`src/rtl/alu2_result_fifo.sv`:
```
// Writeback stage for the alu2 datapath. Each ALU result is tagged with status flags
// and held in a small FIFO with valid/ready on both sides, plus a saturating accept counter.
module alu2_result_fifo #(
    parameter int DEPTH = 4,
    parameter int CNT_W = 16
) (
    input  logic                      clk,
    input  logic                      rst_n,
    input  logic                      in_valid,
    output logic                      in_ready,
    input  logic [15:0]               in_result,
    input  logic                      in_cout,
    input  logic [3:0]                in_sel,
    output logic                      out_valid,
    input  logic                      out_ready,
    output logic [15:0]               out_result,
    output logic [3:0]                out_sel,
    output logic [3:0]                out_flags,
    output logic [$clog2(DEPTH):0]    level,
    output logic [CNT_W-1:0]          acc_count
);

    localparam int PTR_W = $clog2(DEPTH);
    localparam logic [PTR_W:0] FULL_LEVEL = (PTR_W+1)'(DEPTH);

    logic [23:0]      mem [DEPTH];
    logic [PTR_W-1:0] wr_ptr;
    logic [PTR_W-1:0] rd_ptr;
    logic             push;
    logic             pop;
    logic [3:0]       in_flags;
    logic [23:0]      head;

    assign in_ready  = (level != FULL_LEVEL);
    assign out_valid = (level != '0);
    assign push      = in_valid & in_ready;
    assign pop       = out_valid & out_ready;

    // {C,P,N,Z}; carry is only meaningful for the add opcode
    assign in_flags = {(in_sel == 4'b0000) & in_cout, ^in_result, in_result[15], in_result == 16'h0000};

    always_ff @(posedge clk) begin
        if (push) begin
            mem[wr_ptr] <= {in_sel, in_flags, in_result};
        end
    end

    always_ff @(posedge clk or negedge rst_n) begin
        if (!rst_n) begin
            wr_ptr    <= '0;
            rd_ptr    <= '0;
            level     <= '0;
            acc_count <= '0;
        end else begin
            if (push) begin
                wr_ptr <= wr_ptr + PTR_W'(1);
            end
            if (pop) begin
                rd_ptr <= rd_ptr + PTR_W'(1);
            end
            case ({push, pop})
                2'b10:   level <= level + (PTR_W+1)'(1);
                2'b01:   level <= level - (PTR_W+1)'(1);
                default: level <= level;
            endcase
            if (push && (acc_count != '1)) begin
                acc_count <= acc_count + CNT_W'(1);
            end
        end
    end

    assign head = mem[rd_ptr];

    // Storage is not reset, so mask the head while empty to present zeros
    always_comb begin
        out_result = '0;
        out_sel    = '0;
        out_flags  = '0;
        if (out_valid) begin
            out_result = head[15:0];
            out_flags  = head[19:16];
            out_sel    = head[23:20];
        end
    end

endmodule
```
`config.mk`:
```
export PLATFORM = sky130hd
export DESIGN_NAME = alu2_result_fifo
export DESIGN_NICKNAME = d
export VERILOG_FILES = /design/src/rtl/alu2_result_fifo.sv
export SDC_FILE = /design/constraint.sdc
export NUM_CORES = 1
export LEC_CHECK = 0
export ABC_AREA = 0
export CAP_MARGIN = 20
export CORE_AREA = 3 3 99 101
export CTS_BUF_LIST = sky130_fd_sc_hd__clkbuf_16
export DETAILED_ROUTE_END_ITERATION = 7
export DIE_AREA = 0 0 102 104
export GPL_TIMING_DRIVEN = 0
export PLACE_DENSITY = 0.83
export SYNTH_ARGS = -nofsm -noshare
export SYNTH_HDL_FRONTEND = slang
export SYNTH_SLANG_ARGS = --single-unit
```
`constraint.sdc`:
```
create_clock -name clk -period 3.1 [get_ports clk]
set_input_delay 0.93 -clock clk [delete_from_list [all_inputs] [get_ports clk]]
set_output_delay 0.93 -clock clk [all_outputs]
set_load 0.1 [all_outputs]
```
==> results_dict.tcl <==
set metrics [dict create \
    status "complete, no violations" \
    drc 0 \
    cp_top_family "buffers and inverters" \
    root_buffer "clkbuf_16" \
    ant_nets 0 \
    cp-start-kind "flip-flop" \
    slowest_stage "clkdlybuf4s50_1" \
    drive_above_1_share_pct 28.10 \
    area_delta_synth_final_pct 31.62 \
    path_class "reg -> out" \
    antenna_found_initial 0 \
    clkLatencyLatePin_ps 400 \
    max_stage_delay_ps 1200 \
    finalWorstSetupSlack_ps 69.25 \
    ys_ff_latch 115 \
    slew_headroom_pct 33.72 \
    rsz0062_at_grt "no" \
    maxCapViolations 0 \
    dieArea_sq_um 10610 \
    synth_area_sq_um 4926 \
    synthArstFlopShare_pct 20.00 \
    critPathArrivalTime_ps 2100 \
    grt.total_usage_pct 20.30 \
    crit_buf_inv 1 \
    synth_top_area_cell "edfxtp_1" \
    r2r_slack_ps 840 \
    wire_per_inst_um 19.70 \
    start_util_pct 54.08 \
    cts_sinks 115 \
    ctsHoldBuffers 0 \
    ys_warn_count 0 \
    numCtsBuffers 17 \
    cp_cell_sequence "clkdlybuf4s50_1" \
    die_h_um 104 \
    period_minus_slack_ps 3031 \
    synth_most_common_cell "edfxtp_1" \
    insertedDiodeCount 0 \
    gp_congestion 0.7624 \
    worstPathMaxFanout 6 \
    clk_pin_slew_worst_paths_ps 50 \
    synth_edf_count 92 \
    synth_ff_type "edfxtp_1" \
    ios 70 \
    cts_buffer_depth 2 \
    dpl.hpwl_um 6344 \
    grt_first_pass_wirelength_um 15950 \
    cts_tree "built" \
    die_w_um 102 \
    synth_top_area_share_pct 56.08 \
    drt_iter0_markers 180 \
    ys_seq_area_share_pct 67.77 \
    tightest_slew_ps 991.1 \
    finClkSkew_ps 6.951 \
    finalCritPeriodShare_pct 97.77 \
    yosys-top-cells-area "edfxtp_1 56%, dfrtp_1 12%, mux4_2 11%, ha_1 3.6%, and2_1 3.2%" \
    grt.overflow.total 0 \
    synth_common_cells "92 x edfxtp_1, 25 x and2_1, 25 x inv_1, 23 x dfrtp_1, 23 x mux4_2" \
    cp-end-kind "output pin" \
    required_ps 2170 \
    max_freq_ghz 0.3300 \
    timing.final.setup_violations 0 \
    drtPass1Iterations 4 \
    syn_nets 330 \
    fp-row-count 35 \
    min_path_type "reg -> reg" \
    synth.avg_cell_area_sq_um 16.99 \
    coreArea_sq_um 9109 \
    post-place-ws_ps -656.3 \
    slew_viol_final 0 \
    ys_types 31 \
    portBuffers 69 \
    grt_max_degree 24 \
    totalWireLength_um 9969 \
    grt_pass1_vias 3063 \
    hold_ws_ps 487.3 \
    hold_viol 0 \
    htree_levels 4 \
    nets 423 \
    synthesis.instances 290 \
    vias 2825 \
    routed_via_density 5.583 \
]
[path summary, 6_finish.rpt]
| kind | from | cells past startpoint | endpoint |
|---|---|---|---|
| worst min-delay path | level[2] | 1 | level[2] |
| worst max-delay path | acc_count[4] | 1 | acc_count[4] |
| min in group asynchronous | rst_n | 1 | acc_count[10] |
| worst min register to register | level[2] | 1 | level[2] |
| worst max register to register | level[1] | 9 | level[2] |
| max in group asynchronous | rst_n | 2 | level[1] |
[metal layers]
metal	global-route usage (%)	vias to the layer above	wire, um
li1	-	1265	-
met1	26.40	1460	4009
met2	32.78	86	5310
met3	5.835	14	499
met4	6.842	0	151
met5	0	-	0
[stage by stage]
| step | setup TNS, ps | instance area (sq um) | cells | utilization [%] |
|---|---|---|---|---|
| finish | 0 | 6484 | 506 | 71.18 |
| global route | 0 | 6484 | 506 | 71.18 |
| detailed placement | -10930 | 5871 | 474 | 64.45 |
| global placement | -9760 | 5773 | 470 | 63.38 |
| CTS | 0 | 6442 | 505 | 70.73 |
| floorplan | 0 | 4943 | 290 | - |
[placed cells by master (no fill, tap or decap), drive strengths merged, types with 6 or more instances in the layout]
cell and instances:
and3 6, clkinv 7, ha 14, buf 28
inv 26, nand4 6, edfxtp 92, xnor2 13
clkdlybuf4s50 43, and2 25, dfrtp 23, mux4 23
xor2 15, clkbuf 25, nor4 7
[state kept, by name, summed over array words and instances (netlist names)]
register and count:
mem 92, acc_count 16, level 3, rd_ptr 2, wr_ptr 2
[repair_timing]
item                       4_1_cts  5_1_grt
setup endpoints to repair       26       22
cloned                           0        0
gates resized for setup        135       19
buffers inserted                 0        0
[cell type report]
cell class / instances / area [sq um]
multi-input combinational: 140 / 1459
clock buffer: 17 / 425.4
timing repair buffer: 74 / 747.0
tap: 111 / 138.9
buffer: 10 / 83.83
clock inverter: 14 / 193.9
inverter: 25 / 93.84
sequential: 115 / 3342
fill: 558 / 2625
[cells by family after synthesis]
group	after synthesis	synth area share [%]
compound gates	1	0.1015
buf+inv	35	2.870
mux	25	11.05
flops	115	67.77
simple gates	71	9.271
xor+xnor	28	4.979
fa+ha+maj	15	3.962
Power is not shown: default switching activity piles up to over one toggle a cycle in this logic, so the estimate is an artifact.
